### src/rtl/branch_pkg.sv
// Shared definitions for the branch resolution unit: funct3 codes, BHT counter
// encodings and the PC-to-BHT-index helper.
package branch_pkg;

    localparam logic [2:0] F3_BEQ  = 3'b000;
    localparam logic [2:0] F3_BNE  = 3'b001;
    localparam logic [2:0] F3_BLT  = 3'b100;
    localparam logic [2:0] F3_BGE  = 3'b101;
    localparam logic [2:0] F3_BLTU = 3'b110;
    localparam logic [2:0] F3_BGEU = 3'b111;

    localparam logic [1:0] BHT_SNT = 2'b00;
    localparam logic [1:0] BHT_WNT = 2'b01;
    localparam logic [1:0] BHT_WT  = 2'b10;
    localparam logic [1:0] BHT_ST  = 2'b11;

    // Word-aligned PC bits [idx_w+1:2] select the counter.
    function automatic int unsigned bht_idx(input logic [63:0] pc, input int unsigned idx_w);
        logic [63:0] mask;
        mask = (64'd1 << idx_w) - 64'd1;
        return 32'((pc >> 2) & mask);
    endfunction

endpackage

### src/rtl/branch_resolve_unit_if.sv
// EX-stage branch request and registered resolution result bundle.
interface branch_resolve_unit_if #(
    parameter int unsigned XLEN = 32
);
    logic            ex_valid;
    logic [XLEN-1:0] ex_pc;
    logic [XLEN-1:0] ex_rs1;
    logic [XLEN-1:0] ex_rs2;
    logic [XLEN-1:0] ex_imm;
    logic [2:0]      ex_funct3;
    logic            ex_pred_taken;

    logic            res_valid;
    logic            res_taken;
    logic            res_mispredict;
    logic [XLEN-1:0] res_redirect_pc;
    logic            res_misalign;

    modport master (
        output ex_valid, ex_pc, ex_rs1, ex_rs2, ex_imm, ex_funct3, ex_pred_taken,
        input  res_valid, res_taken, res_mispredict, res_redirect_pc, res_misalign
    );

    modport slave (
        input  ex_valid, ex_pc, ex_rs1, ex_rs2, ex_imm, ex_funct3, ex_pred_taken,
        output res_valid, res_taken, res_mispredict, res_redirect_pc, res_misalign
    );
endinterface

### src/rtl/branch_bht.sv
// Branch history table of 2-bit saturating counters; combinational read,
// synchronous update, all entries reset to weakly-not-taken.
module branch_bht
    import branch_pkg::*;
#(
    parameter int unsigned BHT_IDX = 6
) (
    input  logic               clk,
    input  logic               rst,
    input  logic [BHT_IDX-1:0] rd_idx_i,
    output logic               rd_taken_o,
    input  logic               upd_en_i,
    input  logic [BHT_IDX-1:0] upd_idx_i,
    input  logic               upd_taken_i
);
    localparam int unsigned Entries = 2 ** BHT_IDX;

    logic [1:0] cnt_q [Entries];
    logic [1:0] cnt_d [Entries];

    always_comb begin
        cnt_d = cnt_q;
        if (upd_en_i) begin
            if (upd_taken_i && cnt_q[upd_idx_i] != BHT_ST) begin
                cnt_d[upd_idx_i] = cnt_q[upd_idx_i] + 2'd1;
            end else if (!upd_taken_i && cnt_q[upd_idx_i] != BHT_SNT) begin
                cnt_d[upd_idx_i] = cnt_q[upd_idx_i] - 2'd1;
            end
        end
    end

    always_ff @(posedge clk) begin
        if (rst) begin
            for (int i = 0; i < Entries; i++) begin
                cnt_q[i] <= BHT_WNT;
            end
        end else begin
            cnt_q <= cnt_d;
        end
    end

    // Reads the registered array, so a same-cycle update is not visible.
    assign rd_taken_o = cnt_q[rd_idx_i][1];

endmodule

### src/rtl/branch_resolve_unit.sv
// EX-stage conditional branch resolution with BHT training and IF prediction.
// Optional statistics counters are enabled by defining BRU_STATS_EN.
module branch_resolve_unit
    import branch_pkg::*;
#(
    parameter int unsigned XLEN    = 32,
    parameter int unsigned BHT_IDX = 6,
    parameter int unsigned STAT_W  = 32
) (
    input  logic                  clk,
    input  logic                  rst,
    input  logic [XLEN-1:0]       if_pc_i,
    output logic                  if_pred_taken_o,
    input  logic                  stall_i,
    input  logic                  flush_i,
    branch_resolve_unit_if.slave  bus
`ifdef BRU_STATS_EN
    ,
    output logic [STAT_W-1:0]     stat_branches_o,
    output logic [STAT_W-1:0]     stat_mispredicts_o
`endif
);
    if (STAT_W < 1) begin : g_bad_stat_w
        $error("STAT_W must be at least 1");
    end

    logic            taken;
    logic            capture;
    logic [XLEN-1:0] target;
    logic [XLEN-1:0] seq_pc;

    logic            res_valid_q;
    logic            res_taken_q;
    logic            res_mispredict_q;
    logic [XLEN-1:0] res_redirect_pc_q;
    logic            res_misalign_q;

    always_comb begin
        taken = 1'b0;
        unique case (bus.ex_funct3)
            F3_BEQ:  taken = (bus.ex_rs1 == bus.ex_rs2);
            F3_BNE:  taken = (bus.ex_rs1 != bus.ex_rs2);
            F3_BLT:  taken = ($signed(bus.ex_rs1) < $signed(bus.ex_rs2));
            F3_BGE:  taken = ($signed(bus.ex_rs1) >= $signed(bus.ex_rs2));
            F3_BLTU: taken = (bus.ex_rs1 < bus.ex_rs2);
            F3_BGEU: taken = (bus.ex_rs1 >= bus.ex_rs2);
            default: taken = 1'b0;
        endcase
    end

    assign target  = bus.ex_pc + bus.ex_imm;
    assign seq_pc  = bus.ex_pc + XLEN'(4);
    assign capture = bus.ex_valid && !stall_i && !flush_i;

    always_ff @(posedge clk) begin
        if (rst) begin
            res_valid_q       <= 1'b0;
            res_taken_q       <= 1'b0;
            res_mispredict_q  <= 1'b0;
            res_redirect_pc_q <= '0;
            res_misalign_q    <= 1'b0;
        end else if (flush_i) begin
            res_valid_q <= 1'b0;
        end else if (!stall_i) begin
            res_valid_q <= bus.ex_valid;
            if (bus.ex_valid) begin
                res_taken_q       <= taken;
                res_mispredict_q  <= taken != bus.ex_pred_taken;
                res_redirect_pc_q <= taken ? target : seq_pc;
                res_misalign_q    <= taken && target[1];
            end
        end
    end

    assign bus.res_valid       = res_valid_q;
    assign bus.res_taken       = res_taken_q;
    assign bus.res_mispredict  = res_mispredict_q;
    assign bus.res_redirect_pc = res_redirect_pc_q;
    assign bus.res_misalign    = res_misalign_q;

    branch_bht #(
        .BHT_IDX (BHT_IDX)
    ) u_bht (
        .clk         (clk),
        .rst         (rst),
        .rd_idx_i    (BHT_IDX'(bht_idx(64'(if_pc_i), BHT_IDX))),
        .rd_taken_o  (if_pred_taken_o),
        .upd_en_i    (capture),
        .upd_idx_i   (BHT_IDX'(bht_idx(64'(bus.ex_pc), BHT_IDX))),
        .upd_taken_i (taken)
    );

`ifdef BRU_STATS_EN
    logic [STAT_W-1:0] stat_branches_q;
    logic [STAT_W-1:0] stat_mispredicts_q;

    always_ff @(posedge clk) begin
        if (rst) begin
            stat_branches_q    <= '0;
            stat_mispredicts_q <= '0;
        end else if (capture) begin
            if (stat_branches_q != '1) begin
                stat_branches_q <= stat_branches_q + STAT_W'(1);
            end
            if (taken != bus.ex_pred_taken && stat_mispredicts_q != '1) begin
                stat_mispredicts_q <= stat_mispredicts_q + STAT_W'(1);
            end
        end
    end

    assign stat_branches_o    = stat_branches_q;
    assign stat_mispredicts_o = stat_mispredicts_q;
`endif

endmodule

### src/flat_wrapper.sv
// flat-port wrapper written by rule: the top's interface ports become plain ports
module branch_resolve_unit_flat import branch_pkg::*;
#(
    parameter int unsigned XLEN    = 32,
    parameter int unsigned BHT_IDX = 6,
    parameter int unsigned STAT_W  = 32
)
  (clk, rst, if_pc_i, if_pred_taken_o, stall_i, flush_i, bus_ex_valid, bus_ex_pc, bus_ex_rs1, bus_ex_rs2, bus_ex_imm, bus_ex_funct3, bus_ex_pred_taken, bus_res_valid, bus_res_taken, bus_res_mispredict, bus_res_redirect_pc, bus_res_misalign);
  branch_resolve_unit_if #(.XLEN(XLEN)) bus_i ();
  input  logic clk;
  input  logic rst;
  input  logic [XLEN-1:0] if_pc_i;
  output logic if_pred_taken_o;
  input  logic stall_i;
  input  logic flush_i;
  input wire logic [$bits(bus_i.ex_valid)-1:0] bus_ex_valid;
  input wire logic [$bits(bus_i.ex_pc)-1:0] bus_ex_pc;
  input wire logic [$bits(bus_i.ex_rs1)-1:0] bus_ex_rs1;
  input wire logic [$bits(bus_i.ex_rs2)-1:0] bus_ex_rs2;
  input wire logic [$bits(bus_i.ex_imm)-1:0] bus_ex_imm;
  input wire logic [$bits(bus_i.ex_funct3)-1:0] bus_ex_funct3;
  input wire logic [$bits(bus_i.ex_pred_taken)-1:0] bus_ex_pred_taken;
  output wire logic [$bits(bus_i.res_valid)-1:0] bus_res_valid;
  output wire logic [$bits(bus_i.res_taken)-1:0] bus_res_taken;
  output wire logic [$bits(bus_i.res_mispredict)-1:0] bus_res_mispredict;
  output wire logic [$bits(bus_i.res_redirect_pc)-1:0] bus_res_redirect_pc;
  output wire logic [$bits(bus_i.res_misalign)-1:0] bus_res_misalign;
  assign bus_i.ex_valid = bus_ex_valid;
  assign bus_i.ex_pc = bus_ex_pc;
  assign bus_i.ex_rs1 = bus_ex_rs1;
  assign bus_i.ex_rs2 = bus_ex_rs2;
  assign bus_i.ex_imm = bus_ex_imm;
  assign bus_i.ex_funct3 = bus_ex_funct3;
  assign bus_i.ex_pred_taken = bus_ex_pred_taken;
  assign bus_res_valid = bus_i.res_valid;
  assign bus_res_taken = bus_i.res_taken;
  assign bus_res_mispredict = bus_i.res_mispredict;
  assign bus_res_redirect_pc = bus_i.res_redirect_pc;
  assign bus_res_misalign = bus_i.res_misalign;
  branch_resolve_unit #(.XLEN(XLEN), .BHT_IDX(BHT_IDX), .STAT_W(STAT_W)) u_core (.clk(clk), .rst(rst), .if_pc_i(if_pc_i), .if_pred_taken_o(if_pred_taken_o), .stall_i(stall_i), .flush_i(flush_i), .bus(bus_i));
endmodule
### config.mk
export PLATFORM = sky130hd
export DESIGN_NAME = branch_resolve_unit_flat
export DESIGN_NICKNAME = d
export VERILOG_FILES = /design/src/rtl/branch_pkg.sv /design/src/rtl/branch_resolve_unit_if.sv /design/src/rtl/branch_bht.sv /design/src/rtl/branch_resolve_unit.sv /design/src/flat_wrapper.sv
export SDC_FILE = /design/constraint.sdc
export NUM_CORES = 1
export LEC_CHECK = 0
export CORE_MARGIN = 3
export CORE_UTILIZATION = 47
export CTS_BUF_LIST = sky130_fd_sc_hd__clkbuf_4 sky130_fd_sc_hd__clkbuf_8
export DETAILED_ROUTE_END_ITERATION = 8
export GPL_ROUTABILITY_DRIVEN = 0
export PLACE_DENSITY = 0.73
export SLEW_MARGIN = 20
export SYNTH_ARGS = -nofsm -noshare
export SYNTH_HDL_FRONTEND = slang
export SYNTH_HIERARCHICAL = 1
export SYNTH_SLANG_ARGS = --single-unit
### constraint.sdc
create_clock -name clk -period 9.9 [get_ports clk]
set_input_delay 2.475 -clock clk [delete_from_list [all_inputs] [get_ports clk]]
set_output_delay 2.475 -clock clk [all_outputs]
set_load 0.01 [all_outputs]
### Yosys cells after proc, flatten, opt, wreduce, memory -nomap -nowiden

Index checks and enable logic that the tools add are counted.

| word-level totals | value |
|---|---|
| bits in registers | 164 |
| input bits | 169 |
| output and inout port bits | 37 |
| word-level logic and storage cells | 122 |

| operators by class | value |
|---|---|
| add/subtract/negate cells | 4 |
| magnitude comparators | 7 |
| eq/ne operators | 9 |
| muxes and demuxes | 14 |
| bitwise logic cells | 4 |
| reductions and logical operators | 15 |

Operator list:

| operator | count |
|---|---|
| 128-bit bitwise mux | 2 |
| 128-bit two-way mux | 2 |
| 32-bit greater-or-equal comparator | 2 |
| 32-bit < comparator | 2 |
| 32-bit by 3-bit adder with 32-bit output (second input constant) | 1 |
| 32-bit adder | 1 |
| 32-bit equality test | 1 |
| 32-bit two-way mux | 1 |
| 32-bit != test | 1 |
| 2-bit binary-select mux with 6-bit select | 2 |
| 7-bit greater-or-equal comparator (second input constant) | 2 |
| 6-bit NOT with 7-bit output | 2 |
| 2-bit demux with 6-bit select | 1 |
| 3-bit equality test (second input constant) | 4 |
| 2-bit two-way mux | 5 |
| 7-bit by 1-bit < comparator with 1-bit output (second input constant) | 1 |
| 1-bit logical AND | 6 |
| 1-bit one-hot mux with 6 select lines | 1 |
| 2-bit nonzero test | 2 |
| 3-bit by 1-bit equality test with 1-bit output (second input constant) | 1 |
| 1-bit zero test | 3 |
| 3-bit zero test | 1 |
| 3-bit AND reduction | 1 |
| 2-bit by 1-bit adder with 2-bit output (second input constant) | 1 |
| 6 further kinds | 7 |

### Logic depth before layout (Yosys ltp)

Gate-level depths: netlist (run 1).

| depth | value |
|---|---|
| depth after elaboration | 8 |
| gate-level depth with buffers | 19 |
| depth with buffers taken out | 15 |

### Hierarchy

Netlist (run 1), hierarchy kept.

Modules (own cells, without submodules):

| module | instances | cells an instance | area an instance (um^2) | seq. area each (um^2) |
|---|---|---|---|---|
| branch_bht | 1 | 799 | 6,722.7 | 2,562.5 |
| branch_resolve_unit | 1 | 589 | 4,559.4 | 720.7 |

### Worst setup path before layout (run 1)

OpenSTA, ideal clock, no wires.

| timing path | value |
|---|---|
| path type | input -> output |
| start | in if_pc_i[2] |
| end | out if_pred_taken_o |
| arrival | 4.094 ns |
| required time | 7.425 ns |
| path slack | 3.331 ns |
| stages on the path | 7 |
| buffers on the path | 2 |
| path through | clkbuf_1 > buf_2 > mux4_2 > nand3_1 > nand3_1 > a211oi_1 > a21oi_1 |

| between the ends | value |
|---|---|
| word-level cells in the longest chain between the ends | 4 |

RTL lines:

| element | RTL line | RTL |
|---|---|---|
| start, declared | flat_wrapper.sv:12 | `input logic [XLEN-1:0] if_pc_i;` |
| 6-bit NOT with 7-bit output (implied by the code) | branch_bht.sv:43 | `assign rd_taken_o = cnt_q[rd_idx_i][1];` |
| 2-bit binary-select mux with 6-bit select | branch_bht.sv:43 |  |
| 2-bit two-way mux (implied by the code) (2 in a row) | branch_bht.sv:43 |  |
| end, declared | flat_wrapper.sv:13 | `output logic if_pred_taken_o;` |

No other way between the ends. The select of a mux whose other input is x is not followed.

### Worst setup path after layout (run 1)

Same ends and word-level chain as after synthesis.

==> impl_metrics.toml, run 1 <==
[final_layout]
fillers = 2192
stdcell_count = 1843
drive_above_1_share_pct = 7.429
seq_area_um2 = 3283
finalInstanceArea_um2 = 13590
multi_input_area_um2 = 7338
nets = 1744
synthToLayoutAreaGrowth_pct = 20.49

[power]
comb_power_share_pct = 25.6
powerDensity_nw_per_um2 = 119.2
p_sw_w = 0.0005559
pwr-share-seq_pct = 41.5
ir_drop_mv = 0.09305
p_int_w = 0.001064
power.leakage_nw = 5.109
total_power_w = 0.001620
power_frac_clock_pct = 32.9
switching_share_pct = 34.32

[critical_path]
rr_worst_depth = 12
path_buf_inv = 2
end_kind = "output port"
crit_family = "buffers and inverters"
critical_path.slowest_cell = "clkdlybuf4s50_1"
slowest_delay_ns = 1.12
crit_start = "if_pc_i[2]"
crit_fanout = 13
crit_chain = "clkdlybuf4s50_1, mux4_2, a22oi_1, nand3_1, a211oi_1, a21oi_1, clkdlybuf4s50_1"
required_ns = 7.43
path_common_cell = "clkdlybuf4s50_1"
arrival_ns = 5.39
crit_cells = 7
reg2reg_slack_ns = 5.37
setup.worst_path.class = "primary input to output port"
worstSetupEndpoint = "if_pred_taken_o"
worst_setup_path_start_kind = "primary input"

[floorplanning]
io_pins = 206
rows = 56
coreArea_um2 = 23540
die_h_um = 160.9
die_x_um = 160.9
start_util_pct = 47.92
die_area_um2 = 25900

[job]
maxCapViolations = 0

[drt]
finalWirelength_mm = 36.39
firstDrtPassIters = 5
antenna_left = 0
first_iter_violations = 1283
route.detailed.drc = 0
viasPerCell = 6.109
wire_per_inst_um = 19.75
via_count = 11260

[cts]
post_cts_buffers = 0
insertion_delay_ns = 0.48
cts_sinks = 164
cts_buffers = 17
root_buffer = "clkbuf_8"
path_clk_slew_ns = 0.10
post_cts_resized = 0
clk_path_buf_depth = 2
cts_hold_buf = 0
h-tree-depth = 4
cts_tree = "built"

[yosys]
synth_cell_type_count = 79
synth_fp_nets = 1624
yosys_register_bits = 164
syn_inst = 1388
yosysWarningCount = 6
syn_area_per_cell_um2 = 8.128
netlist_area_um2 = 11280
synth_edf_count = 0
synthFlopType = "dfxtp_1"
async_reset_ff_share_pct = 0
yosysSeqAreaShare_pct = 29.10

[sta]
finalCritPeriodShare_pct = 79.41
drv_slew = 0
slew_headroom_pct = 30.53
setup_viol = 0
postLayoutSetupSlackWorst_ns = 2.039
worstMarginPinSlew_ns = 1.040
min_period_ns = 7.861
rsz0062_at_grt = "no"
fin_worst_skew_ns = 0.02168
fmax_mhz = 127.2
finalHoldViolations = 0
tns_ns = 0

[place]
post_dp_cell_area_um2 = 13150
numPortBuffers = 179
post-place-cells = 1808
place_hpwl_mm = 25.82
dp_slack_ns = 1.859

[min_path]
holdCritPathClass = "flop to flop"

[global_route]
grt_max_degree = 55
track_usage_pct = 27.64
grt_pass1_vias = 10680
grt-ovfl-total = 0
antenna_found_initial = 3
grt_first_pass_wirelength_mm = 57.92

[run_status]
status = "finished clean"
==> placed cells by master (no fill, tap or decap), types with 21 or more instances in the layout <==
master             n
a21oi_1          122
clkdlybuf4s50_1  176
dfxtp_1          164
ha_1              66
inv_1             51
mux2i_1           43
nand2_1          174
nand3_1           65
nor2_1            88
o21ai_0          126
o311ai_0          23
xnor2_1           32
xor2_1            21
==> how the worst min path moves through the flow <==
| stage | from | slack, ns | cells after the start | to |
|---|---|---|---|---|
| finish | u_core/bus.res_taken | 0.47 | 2 | u_core/bus.res_taken |
| global route | u_core/bus.res_redirect_pc[15] | 0.50 | 1 | u_core/bus.res_redirect_pc[15] |
| CTS | u_core/bus.res_taken | 0.47 | 2 | u_core/bus.res_taken |
| detailed placement | u_core/bus.res_redirect_pc[4] | 0.45 | 2 | u_core/bus.res_redirect_pc[4] |
| global placement | u_core/bus.res_mispredict | 0.44 | 2 | u_core/bus.res_mispredict |
| floorplan | flop | 0.43 | 2 | flop |
==> cell type report <==
class | count | area share [%]
clock inverters | 15 | 1.528
repair buffers | 198 | 14.14
clock buffers | 17 | 1.721
inverters | 54 | 1.491
well taps | 319 | 2.936
flip-flops and latches | 164 | 24.15
multi-input cells | 1073 | 53.98
diodes | 3 | 0.05522
==> tightest hold or removal path, stage by stage (launching register included) <==
cell and delay (ns):
dfxtp_1 0.33, nand2_1 0.05, a21oi_1 0.05
==> power groups by stage <==
stage / clock (W) / sequential (W) / combinational (W)
6_report: 0.000533 / 0.000672 / 0.000415
5_1_grt: 0.000568 / 0.000674 / 0.000448
4_1_cts: 0.000541 / 0.000673 / 0.000408
3_5_place_dp: 0 / 0.000688 / 0.000407
3_3_place_gp: 0 / 0.000687 / 0.000400
2_1_floorplan: 0 / 0.000690 / 0.000253
==> synth_stat cells (6+ instances only) <==
cell type | number | area [µm²]
a211oi_1 | 7 | 52.55
a21o_1 | 18 | 135.1
a21oi_1 | 122 | 610.6
a221o_1 | 6 | 60.06
a221oi_1 | 7 | 61.31
a22o_1 | 6 | 52.55
a22oi_1 | 10 | 75.07
a31oi_1 | 8 | 50.05
a32o_1 | 7 | 70.07
and2_1 | 8 | 50.05
and3_1 | 11 | 68.82
and4_1 | 8 | 70.07
buf_1 | 6 | 22.52
buf_2 | 13 | 65.06
clkbuf_1 | 69 | 259.0
dfxtp_1 | 164 | 3283
ha_1 | 66 | 825.8
inv_1 | 51 | 191.4
mux2_2 | 7 | 78.83
mux2i_1 | 43 | 430.4
mux4_1 | 8 | 210.2
mux4_2 | 19 | 427.9
nand2_1 | 174 | 653.1
nand3_1 | 65 | 325.3
nand3b_1 | 19 | 142.6
nand4_1 | 20 | 125.1
nor2_1 | 88 | 330.3
nor2b_1 | 15 | 93.84
nor3_1 | 8 | 40.04
o211ai_1 | 9 | 67.56
o21ai_0 | 126 | 630.6
o21ai_1 | 16 | 80.08
o22ai_1 | 8 | 50.05
o311ai_0 | 23 | 201.4
o31ai_1 | 7 | 52.55
or2_2 | 6 | 37.54
or3_1 | 6 | 37.54
xnor2_1 | 33 | 289.0
xor2_1 | 21 | 183.9
==> cell families (layout without fill, tap and decap cells) <==
| logic type | Yosys count | after routing | synth area share (%) |
|---|---|---|---|
| DFF | 164 | 164 | 29.10 |
| muxes | 80 | 80 | 10.57 |
| and+or+nand+nor | 447 | 447 | 18.73 |
| xor gates and xnor gates | 54 | 54 | 4.192 |
| buffers and inverters | 151 | 284 | 5.922 |
| other | 0 | 3 | 0 |
| adders and majority gates | 67 | 67 | 7.497 |
| AOI/OAI and AO/OA | 425 | 425 | 23.99 |
==> through the flow <==
stage               utilization, %  hold WS (ns)
CTS                          57.71        0.4699
finish                       57.74        0.4667
floorplan                        -        0.4300
detailed placement           55.84        0.4503
global placement             55.84        0.4363
global route                 57.74        0.4956
==> routing by layer <==
metal  global-route usage (%)  wire length (µm)  up-vias  part of all wire (%)
met5                        0                 0        -                     0
met4                    8.956               884        0                   2.4
met3                    5.339              3358       62                   9.2
met2                    45.61             17070      540                    47
met1                    36.56             15080     5315                    41
li1                         -                 -     5341                     -
(Power assumes the default switching activity.)
==> inputs of run 2 (changes only) <==
clock period = 7.5 ns   (was 9.9 ns; I/O delays follow)
==> run 2 against run 1 <==
Against the previous run:
- clock skew increased by 0.0028 ns
- design area about the same
- worst hold slack worse by 0.0074 ns
- combinational power grew 33%
- utilization about the same
- non-clock buffer count grew 9
- power grew 28%
- highest routed layer unchanged
==> impl_metrics.toml, run 2 (synthesis results as in run 1) <==
[sta]
drv_slew = 0
fmax_mhz = 153.9
finalCritPeriodShare_pct = 86.61
rsz0062_at_grt = "no"
fin_hold_ws_ns = 0.4593
worstMarginPinSlew_ns = 0.9969
tns_ns = 0
slew_headroom_pct = 33.30
fin_worst_skew_ns = 0.02450
setup_viol = 0
finalHoldViolations = 0
min_period_ns = 6.496

[place]
post-place-cells = 1817
numPortBuffers = 179
place_hpwl_mm = 25.93

[final_layout]
final_cell_mix = "clkdlybuf4s50_1, nand2_1, dfxtp_1"
drive_above_1_share_pct = 7.974
final_common_cell = "clkdlybuf4s50_1"
nets = 1753
stdcell_count = 1852
fillers = 2179
synthToLayoutAreaGrowth_pct = 20.54

[critical_path]
required_ns = 5.62
crit_fanout = 11
end_kind = "output port"
arrival_ns = 4.62
setup.worst_path.class = "primary input to output port"
worst_setup_path_start_kind = "primary input"

[power]
power.leakage_nw = 5.127
power_frac_clock_pct = 30.8
p_int_w = 0.001364
total_power_w = 0.002077
ir_drop_mv = 0.1120
powerDensity_nw_per_um2 = 152.7
p_sw_w = 0.0007126
pwr-share-seq_pct = 42.7
switching_share_pct = 34.31
comb_power_share_pct = 26.5

[cts]
cts_buffers = 17
clk_path_buf_depth = 2
cts_sinks = 164
cts_hold_buf = 0
cts_tree = "built"
post_cts_resized = 0
path_clk_slew_ns = 0.10
post_cts_buffers = 0
insertion_delay_ns = 0.48
root_buffer = "clkbuf_8"
h-tree-depth = 4

[drt]
route.detailed.drc = 0
first_iter_violations = 1115
antenna_left = 0
wire_per_inst_um = 19.60
viasPerCell = 6.088
via_count = 11280
firstDrtPassIters = 7
finalWirelength_mm = 36.30

[global_route]
track_usage_pct = 27.20
grt_max_degree = 65
grt_first_pass_wirelength_mm = 56.72
antenna_found_initial = 3
grt-ovfl-total = 0
grt_pass1_vias = 10610

[floorplanning]
die_x_um = 160.9
start_util_pct = 47.92
die_area_um2 = 25900
io_pins = 206
die_h_um = 160.9
coreArea_um2 = 23540
rows = 56

[run_status]
status = "finished clean"

[job]
maxCapViolations = 0

[min_path]
holdCritPathClass = "flop to flop"
==> run 2: changes by cell type in the layout (fill, tap and decap cells not counted), sizes merged <==
cell and delta:
buf +9, clkinvlp +1, clkinv -1, bufinv -1, clkbuf +1
==> run 2: final cells by class <==
cell class                 instances  area (µm²)  share of cell area [%]
clock buffer                      18       241.5                   1.776
tap                              319       399.1                   2.935
antenna                            3       7.507                 0.05520
multi-input combinational       1073        7338                   53.96
inverter                          54       202.7                   1.490
timing repair buffer             207        1989                   14.63
clock inverter                    14       137.6                   1.012
sequential                       164        3283                   24.14
==> run 2: stage by stage <==
step                setup slack (ns)  util, %  instance area, µm²
floorplan                      2.026        -               11280
global placement              0.9814    56.12               13210
detailed placement            0.9971    56.12               13210
CTS                           0.9914    57.73               13590
global route                  0.8096    57.76               13600
finish                         1.004    57.76               13600
==> run 2: worst max-delay path: stages <==
cell	delay [ns]
clkdlybuf4s50_1	1.01
buf_4	0.27
mux4_2	0.53
a22oi_1	0.16
nand4_1	0.11
o21ai_0	0.09
a21oi_1	0.09
clkdlybuf4s50_1	0.48
==> run 2: routing by layer <==
layer	GRT usage, %	vias up	share of wire (%)	wire [µm]
met5	0	-	0	0
met4	9.269	0	2.3	847
met3	5.339	65	7.7	2796
met2	45.11	506	47	17170
met1	35.57	5339	43	15480
li1	-	5365	-	-
==> run 2: worst paths after layout <==
path,startpoint,endpoint,slack (ns),depth (start not counted)
worst max-delay path,if_pc_i[2],if_pred_taken_o,1.00,8
worst min-delay path,u_core/bus.res_misalign,u_core/bus.res_misalign,0.46,2
worst max register to register,flop,flop,3.65,12
worst min register to register,u_core/bus.res_misalign,u_core/bus.res_misalign,0.46,2
==> run 2: power by group through the flow <==
stage,logic (W),registers [W],clock network (W)
4_1_cts,0.000541,0.000887,0.000652
6_report,0.000550,0.000887,0.000640
5_1_grt,0.000593,0.000889,0.000685
3_3_place_gp,0.000531,0.000907,0
2_1_floorplan,0.000334,0.000911,0
3_5_place_dp,0.000539,0.000908,0
==> inputs of run 3 (changes only) <==
SLEW_MARGIN = unset   (was 20)
==> results of run 3 <==
The final DEF is identical to that of run 2; final timing and power are the same.
